[config.mk]
export PLATFORM = sky130hd
export DESIGN_NAME = rx_packet_writer_flat
export DESIGN_NICKNAME = d
export VERILOG_FILES = /design/src/rtl/rx_packet_writer_if.sv /design/src/rtl/rx_packet_writer.sv /design/src/flat_wrapper.sv
export SDC_FILE = /design/constraint.sdc
export NUM_CORES = 1
export LEC_CHECK = 0
export ABC_AREA = 1
export CAP_MARGIN = 0
export CORE_UTILIZATION = 59
export CTS_BUF_LIST = sky130_fd_sc_hd__clkbuf_16
export DETAILED_ROUTE_END_ITERATION = 10
export GPL_ROUTABILITY_DRIVEN = 0
export GPL_TIMING_DRIVEN = 0
export PLACE_DENSITY = 0.81
export SETUP_SLACK_MARGIN = 0.1
export SLEW_MARGIN = 20
export SYNTH_ARGS = -nofsm -noshare
export SYNTH_HDL_FRONTEND = slang
export SYNTH_SLANG_ARGS = --single-unit
[constraint.sdc]
create_clock -name clk_i -period 5.4 [get_ports clk_i]
set_input_delay 0.81 -clock clk_i [delete_from_list [all_inputs] [get_ports clk_i]]
set_output_delay 0.81 -clock clk_i [all_outputs]
set_load 0.01 [all_outputs]
[src/rtl/rx_packet_writer_if.sv]
// rtl/rx_packet_writer_if.sv - MAC byte stream and buffer write-side signals for rx_packet_writer
interface rx_packet_writer_if #(
  parameter int data_width_p = 64
);
  logic                    rx_v_i;
  logic [7:0]              rx_data_i;
  logic                    rx_last_i;
  logic                    rx_error_i;
  logic                    rx_ready_and_o;
  logic                    write_slot_v_o;
  logic                    write_slot_ready_and_i;
  logic                    write_size_v_o;
  logic [15:0]             write_size_o;
  logic                    write_v_o;
  logic [10:0]             write_addr_o;
  logic [data_width_p-1:0] write_data_o;
  logic [1:0]              write_op_size_o;
  logic                    packet_done_o;
  logic                    packet_dropped_o;

  modport slave (
    input  rx_v_i, rx_data_i, rx_last_i, rx_error_i, write_slot_ready_and_i,
    output rx_ready_and_o, write_slot_v_o, write_size_v_o, write_size_o,
           write_v_o, write_addr_o, write_data_o, write_op_size_o,
           packet_done_o, packet_dropped_o
  );

  modport master (
    output rx_v_i, rx_data_i, rx_last_i, rx_error_i, write_slot_ready_and_i,
    input  rx_ready_and_o, write_slot_v_o, write_size_v_o, write_size_o,
           write_v_o, write_addr_o, write_data_o, write_op_size_o,
           packet_done_o, packet_dropped_o
  );
endinterface

[src/rtl/rx_packet_writer.sv]
// rtl/rx_packet_writer.sv - packs RX MAC bytes into buffer words and commits clean packets to a slot
module rx_packet_writer #(
  parameter int data_width_p = 64,
  parameter int max_bytes_p  = 2048
) (
  input logic           clk_i,
  input logic           reset_i,
  rx_packet_writer_if.slave bus
);
  localparam int bytes_lp     = data_width_p / 8;
  localparam int lane_bits_lp = $clog2(bytes_lp);

  typedef enum logic [1:0] {IDLE, RECV, COMMIT, DROP} state_e;
  state_e state_r, state_n;

  logic [11:0]             count_r;
  logic [data_width_p-1:0] word_r, pend_data_r, merged;
  logic [10:0]             pend_addr_r, byte_idx, word_addr;
  logic                    pend_r, dropped_r;
  logic                    ready, accept, store, drop_pulse, flush;
  logic [lane_bits_lp-1:0] lane;

  assign accept    = bus.rx_v_i & ready;
  // A packet start always lands in lane 0, whatever count was left behind.
  assign byte_idx  = (state_r == IDLE) ? 11'd0 : count_r[10:0];
  assign lane      = byte_idx[lane_bits_lp-1:0];
  assign word_addr = byte_idx & ~11'(bytes_lp - 1);
  assign flush     = store & ((lane == lane_bits_lp'(bytes_lp - 1)) | bus.rx_last_i);

  always_comb begin
    merged = word_r;
    merged[8*lane +: 8] = bus.rx_data_i;
  end

  always_ff @(posedge clk_i) begin
    if (reset_i) state_r <= IDLE;
    else         state_r <= state_n;
  end

  always_comb begin
    state_n    = state_r;
    ready      = 1'b1;
    store      = 1'b0;
    drop_pulse = 1'b0;
    case (state_r)
      IDLE: if (accept) begin
        if (!bus.write_slot_ready_and_i || bus.rx_error_i) begin
          if (bus.rx_last_i) drop_pulse = 1'b1;
          else               state_n    = DROP;
        end else begin
          store   = 1'b1;
          state_n = bus.rx_last_i ? COMMIT : RECV;
        end
      end
      RECV: if (accept) begin
        if (bus.rx_error_i || count_r == 12'(max_bytes_p)) begin
          drop_pulse = bus.rx_last_i;
          state_n    = bus.rx_last_i ? IDLE : DROP;
        end else begin
          store = 1'b1;
          if (bus.rx_last_i) state_n = COMMIT;
        end
      end
      COMMIT: begin
        ready   = 1'b0;
        state_n = IDLE;
      end
      DROP: if (accept && bus.rx_last_i) begin
        drop_pulse = 1'b1;
        state_n    = IDLE;
      end
      default: state_n = IDLE;
    endcase
  end

  always_ff @(posedge clk_i) begin
    if (reset_i) begin
      count_r     <= 12'd0;
      word_r      <= '0;
      pend_r      <= 1'b0;
      pend_addr_r <= 11'd0;
      pend_data_r <= '0;
      dropped_r   <= 1'b0;
    end else begin
      // Only a flush from a stored byte schedules a write, so a drop cancels it.
      pend_r    <= flush;
      dropped_r <= drop_pulse;
      if (flush) begin
        pend_data_r <= merged;
        pend_addr_r <= word_addr;
      end
      if (store) begin
        count_r <= (state_r == IDLE) ? 12'd1 : count_r + 12'd1;
        word_r  <= flush ? '0 : merged;
      end else if (accept) begin
        word_r <= '0;
      end
    end
  end

  assign bus.rx_ready_and_o   = ready;
  assign bus.write_slot_v_o   = (state_r == COMMIT);
  assign bus.write_size_v_o   = (state_r == COMMIT);
  assign bus.write_size_o     = (state_r == COMMIT) ? {4'd0, count_r} : 16'd0;
  assign bus.write_v_o        = pend_r;
  assign bus.write_addr_o     = pend_addr_r;
  assign bus.write_data_o     = pend_data_r;
  assign bus.write_op_size_o  = (data_width_p == 64) ? 2'b11 : 2'b10;
  assign bus.packet_done_o    = (state_r == COMMIT);
  assign bus.packet_dropped_o = dropped_r;
endmodule
[src/flat_wrapper.sv]
// flat-port wrapper written by rule: the top's interface ports become plain ports
module rx_packet_writer_flat 
#(
  parameter int data_width_p = 64,
  parameter int max_bytes_p  = 2048
)
  (clk_i, reset_i, bus_rx_v_i, bus_rx_data_i, bus_rx_last_i, bus_rx_error_i, bus_write_slot_ready_and_i, bus_rx_ready_and_o, bus_write_slot_v_o, bus_write_size_v_o, bus_write_size_o, bus_write_v_o, bus_write_addr_o, bus_write_data_o, bus_write_op_size_o, bus_packet_done_o, bus_packet_dropped_o);
  rx_packet_writer_if #(.data_width_p(data_width_p)) bus_i ();
  input logic clk_i;
  input logic reset_i;
  input wire logic [$bits(bus_i.rx_v_i)-1:0] bus_rx_v_i;
  input wire logic [$bits(bus_i.rx_data_i)-1:0] bus_rx_data_i;
  input wire logic [$bits(bus_i.rx_last_i)-1:0] bus_rx_last_i;
  input wire logic [$bits(bus_i.rx_error_i)-1:0] bus_rx_error_i;
  input wire logic [$bits(bus_i.write_slot_ready_and_i)-1:0] bus_write_slot_ready_and_i;
  output wire logic [$bits(bus_i.rx_ready_and_o)-1:0] bus_rx_ready_and_o;
  output wire logic [$bits(bus_i.write_slot_v_o)-1:0] bus_write_slot_v_o;
  output wire logic [$bits(bus_i.write_size_v_o)-1:0] bus_write_size_v_o;
  output wire logic [$bits(bus_i.write_size_o)-1:0] bus_write_size_o;
  output wire logic [$bits(bus_i.write_v_o)-1:0] bus_write_v_o;
  output wire logic [$bits(bus_i.write_addr_o)-1:0] bus_write_addr_o;
  output wire logic [$bits(bus_i.write_data_o)-1:0] bus_write_data_o;
  output wire logic [$bits(bus_i.write_op_size_o)-1:0] bus_write_op_size_o;
  output wire logic [$bits(bus_i.packet_done_o)-1:0] bus_packet_done_o;
  output wire logic [$bits(bus_i.packet_dropped_o)-1:0] bus_packet_dropped_o;
  assign bus_i.rx_v_i = bus_rx_v_i;
  assign bus_i.rx_data_i = bus_rx_data_i;
  assign bus_i.rx_last_i = bus_rx_last_i;
  assign bus_i.rx_error_i = bus_rx_error_i;
  assign bus_i.write_slot_ready_and_i = bus_write_slot_ready_and_i;
  assign bus_rx_ready_and_o = bus_i.rx_ready_and_o;
  assign bus_write_slot_v_o = bus_i.write_slot_v_o;
  assign bus_write_size_v_o = bus_i.write_size_v_o;
  assign bus_write_size_o = bus_i.write_size_o;
  assign bus_write_v_o = bus_i.write_v_o;
  assign bus_write_addr_o = bus_i.write_addr_o;
  assign bus_write_data_o = bus_i.write_data_o;
  assign bus_write_op_size_o = bus_i.write_op_size_o;
  assign bus_packet_done_o = bus_i.packet_done_o;
  assign bus_packet_dropped_o = bus_i.packet_dropped_o;
  rx_packet_writer #(.data_width_p(data_width_p), .max_bytes_p(max_bytes_p)) u_core (.clk_i(clk_i), .reset_i(reset_i), .bus(bus_i));
endmodule
* After elaboration in Yosys (flattened, before gate mapping) *
Cells that the tools add are included.

operators by class
  add/subtract/negate cells = 2
  shift-type cells = 2
  multiplexer cells = 30
  eq/ne operators = 10
  bitwise gates (word level) = 3
  reduce and logical (&&, ||, !) cells = 7

operators by type and width
  cell                     number
  $mux 64                  3
  $bwmux 64                1
  $shift 8x34->64 const A  1
  $shiftx 8x34->64         1
  $neg 6->34               1
  $mux 12                  2
  $mux 2                   9
  $add 12x1->12 const B    1
  $eq 12x12->1 const B     1
  $mux 1                   11
  $mux 11                  1
  $pmux 2 s4               1
  $ne 2x1->1 const B       3
  $reduce_and 5->1         1
  $eq 2x2->1 const B       2
  $eq 3x3->1 const B       1
  $ne 3x2->1 const B       1
  $ne 3x3->1 const B       1
  $pmux 1 s3               1
  $and 1x1->1              2
  $eq 2x1->1 const B       1
  $logic_not 2->1          1
  $logic_or 1x1->1         2
  $pmux 1 s2               1
  other kinds (4)          4

word-level totals
  word-level logic and storage cells = 61
  output and inout port bits = 99
  bits in registers = 152
  input bits = 14

* Longest topological paths before layout *
  word-level depth = 8
  gate-level depth with buffers = 16
  depth with buffers taken out = 14

* Worst setup path before layout *
OpenSTA, ideal clock, no wires.

  path type = reg2reg
  start = register u_core.state_r[0]
  end = register u_core.word_r[63]
  setup time = 0.070 ns
  data required time = 5.330 ns
  path buffers = 3
  data arrival time = 2.321 ns
  stages on the path, launching flop included = 14
  setup slack = 3.009 ns
  period minus slack after synthesis = 2.391 ns
  path through = dfxtp_1 -> nor2_1 -> clkbuf_1 -> nor2_1 -> inv_1 -> ha_1 -> ha_1 -> buf_2 -> nor2_1 -> nand2_2 -> buf_2 -> o21ai_0 -> nand4_1 -> a21oi_1

on the way
  word-level cells in the longest chain between the ends = 8
  elaborated cells between the ends (all ways) = 19
  classes of those cells = 1 x add/sub; 3 x eq/ne; 2 x shift; 8 x mux; 3 x bitwise; 2 x reduce/logical

RTL lines
  element                                                             RTL line                source
  from (decl)                                                         rx_packet_writer.sv:14  state_e state_r, state_n;
  from (signal assigned)                                              rx_packet_writer.sv:37  else state_r <= state_n;
  parallel branches: the longest is 8 deep, another holds $neg 6->34  --
  to (signal assigned)                                                rx_packet_writer.sv:94  word_r <= flush ? '0 : merged;
  to (decl)                                                           rx_packet_writer.sv:17  logic [data_width_p-1:0] word_r, pend_data_r, merged;

Several ways; the timed one is not identified.
A chain may end at the register's enable or synchronous reset.

* Final worst setup path *
  start = register u_core.state_r[1]
  end = output bus_write_size_o[7]

on the way
  word-level cells in the longest chain between the ends = 2

RTL lines
  element     RTL line                 source
  $eq 2x2->1  rx_packet_writer.sv:104  assign bus.write_size_o = (state_r == COMMIT) ? {4'd0, count_r} : 16'd0;
  $mux 12     rx_packet_writer.sv:104
  to (decl)   flat_wrapper.sv:19       output wire logic [$bits(bus_i.write_size_o)-1:0] bus_write_size_o;

Every way passes these cells.

==> summary.md <==
| Metric | Value |
|---|---|
| I/O pins | `113` |
| Root Buffer | `clkbuf_16` |
| FFs w/ async S/R, synth | `0%` |
| Pins Over Slew Limit | `0` |
| Worst EP required | `4.59 ns` |
| Clock tree buffer depth | `2` |
| Post-cts sizing count | `0` |
| Post-route design area | `0.00983 mm2` |
| Min Tclk post-route | `3.26 ns` |
| Mapped Avg Cell Area | `between 6 and 7 um2` |
| Hold buffers post-CTS | `0` |
| CP Capture Type | `primary output` |
| Die footprint | `approximately 0.014 mm2` |
| Mapped Cells | `between 1,000 and 1,500` |
| Worst Hold Class | `flip-flop to flip-flop` |
| Number of global-route vias before repair | `7,220` |
| Status | `finished clean` |
| CTS tree | `yes` |
| Clk_lat worst skew | `0.43 ns` |
| DRC marker count from the first detailed-route iteration | `between 600 and 700` |
| All-Layer GR Usage | `31.5%` |
| Pwr dens | `between 200 and 300 mW/mm2` |
| Lkg Pwr | `4.23 nW` |
| Initial antenna violation count | `0` |
| Final Net Count | `1,379` |
| Area of the core | `around 0.013 mm2` |
| Drc violations | `0` |
| Worst hold slack | `0.463 ns` |
| Register area share after synthesis | `between 30% and 40%` |
| P&R area growth vs syn | `22.9%` |
| Most frequent cells in the layout | `nand2_1, nor2_1, dfxtp_1, inv_1, clkdlybuf4s50_1` |
| Crit path kind | `flip-flop to primary output` |
| Post-CTS setup buffer count | `0` |
| Layout cells sized above 1 | `8.54%` |
| Total Power | `2.80 mW` |
| Rows | `42` |
| Prevailing post-synth register cell | `dfxtp_1` |
| Htree depth | `4` |
| Post-placement cell area | `0.00926 mm2` |
| Warning count from the yosys run | `0` |
| Setup TNS | `0 ns` |
| # port buffers | `between 100 and 150` |
| CTS Sinks | `152` |
| Setup repair after global routing missed its margin | `no` |
| Crit Path Max Fanout | `10` |
| Max-cap viol count | `0` |
| Initial core utilization | `60.4%` |
| Num CTS Buffers | `17` |
| Total grt overflow | `0` |
| Final setup violating endpoints | `0` |
| Clock skew | `0.00746 ns` |
| First-pass GRT wire length | `approximately 35,000 um` |
| DP Wirelength | `about 15,000 um` |
| Via/cell ratio | `5.33` |
| Final core utilization | `74.2%` |
| CTS clock-pin slew for the worst setup and hold paths | `approximately 0.060 ns` |
| Worst-margin pin slew | `about 0.87 ns` |
| WL per Instance | `13.9 um` |
| Final hold violations | `0` |
| Post-synth cell types | `31` |
| Slew HR | `42.1%` |
| Largest net degree at the start of global routing | `17` |
| Most common cell after layout, fill and taps aside | `nand2_1` |
| Ant diodes | `0` |
| Worst setup SP type | `flip-flop` |
| Max VDD drop | `around 0.00021 V` |
| Die height | `118 um` |
| Final critical-path share of the clock period | `around 60%` |
| EDFF count, synth | `0` |
| Max Clock Freq | `around 0.31 GHz` |
| TritonRoute pass-1 iters | `6` |
| Mapped cell area | `between 0.007 and 0.008 mm2` |
| Vias | `8,240` |
| Detail Route Antenna Nets | `0` |
| Seq cells post-synth | `approximately 150` |
| WL final | `21,500 um` |
| Arrival @ worst endpoint | `~2.5 ns` |
| Die Width | `around 120 um` |
| Layout fillers | `1,113` |
## path summary, 6_finish.rpt
| check | startpoint | to | slack [ns] | cells after the start |
|---|---|---|---|---|
| worst min register to register | u_core.word_r[63]$_SDFFE_PP0P_ | u_core.word_r[63]$_SDFFE_PP0P_ | 0.46 | 2 |
| worst max-delay path | u_core.state_r[1]$_SDFFE_PP0P_ | bus_write_size_o[7] | 2.14 | 6 |
| worst min-delay path | u_core.word_r[63]$_SDFFE_PP0P_ | u_core.word_r[63]$_SDFFE_PP0P_ | 0.46 | 2 |
| worst max register to register | u_core.state_r[0]$_SDFFE_PP0P_ | u_core.bus.write_data_o[35]$_SDFFE_PP0P_ | 2.32 | 13 |
## logic make-up (layout without fill, tap and decap cells)
group                      Yosys count  in the layout  synth area share [%]
and+or+nand+nor                    687            687                  37.2
buffers and inverters              236            368                  13.1
DFF                                152            152                  38.1
AOI/OAI and AO/OA                  141            141                  9.81
xor gates and xnor gates             7              7                 0.767
adders and majority gates            6              6                 0.939
other                                2              9                0.0939
## per-layer routing
metal  wire length, um  share of wire, %  global-route usage, %  vias up
met1              9600                45                   43.1     3663
met4               737               3.4                   13.6        0
met3              1710               7.9                   5.45       63
met5                 0                 0                      0        -
met2              9470                44                   48.8      387
li1                  -                 -                      -     4127
## layout make-up
type,instances,area [um2],area share (%)
clock inverters,13,140,1.43
repair buffers,102,1020,10.4
multi-input cells,850,3930,40.0
well taps,176,220,2.24
plain buffers,90,499,5.08
clock buffers,17,425,4.33
flip-flops and latches,152,3040,31.0
inverters,146,551,5.60
## report_power, final
part           switching, mW  internal, mW
Combinational          0.309         0.151
Sequential            0.0193          1.15
Clock                  0.455         0.709
Total                  0.783          2.01
## worst max-delay path, cell delays in order, from the launching register on
cell and delay [ns]:
dfxtp_1 0.41, inv_2 0.09, nor2_1 0.42, inv_1 0.16, clkbuf_1 0.25, nor2_1 0.14
clkdlybuf4s50_1 0.55
## cell usage after synthesis, types with 4 or more instances
library cell,instances,area [um2]
nand2_1,346,1300
nor2_1,194,728
dfxtp_1,152,3040
inv_1,135,507
nand4_1,86,538
a21oi_1,59,295
clkbuf_1,42,158
nand3_1,39,195
o21ai_0,34,170
o21ai_1,28,140
buf_2,21,105
buf_4,18,135
o21ai_2,17,149
buf_6,9,101
inv_2,8,30.0
xor2_1,7,61.3
ha_1,6,75.1
nand3_2,6,60.1
nand2_4,4,45.0
nor3_1,4,20.0
## registers in the layout (all words and copies together), names as in the netlist
name / count
u_core.bus.write_addr_o: 8
u_core.bus.packet_dropped_o: 1
u_core.state_r: 2
u_core.bus.write_v_o: 1
u_core.count_r: 12
u_core.bus.write_data_o: 64
u_core.word_r: 64
## stage by stage
step                      std cells  setup WS, ns
after floorplan                1238          3.01
after global placement         1516          2.47
after detailed placement       1516          2.42
after CTS                      1546          2.16
after global routing           1546          1.99
final                          1546          2.14
Power figures use the tool's default switching activity.
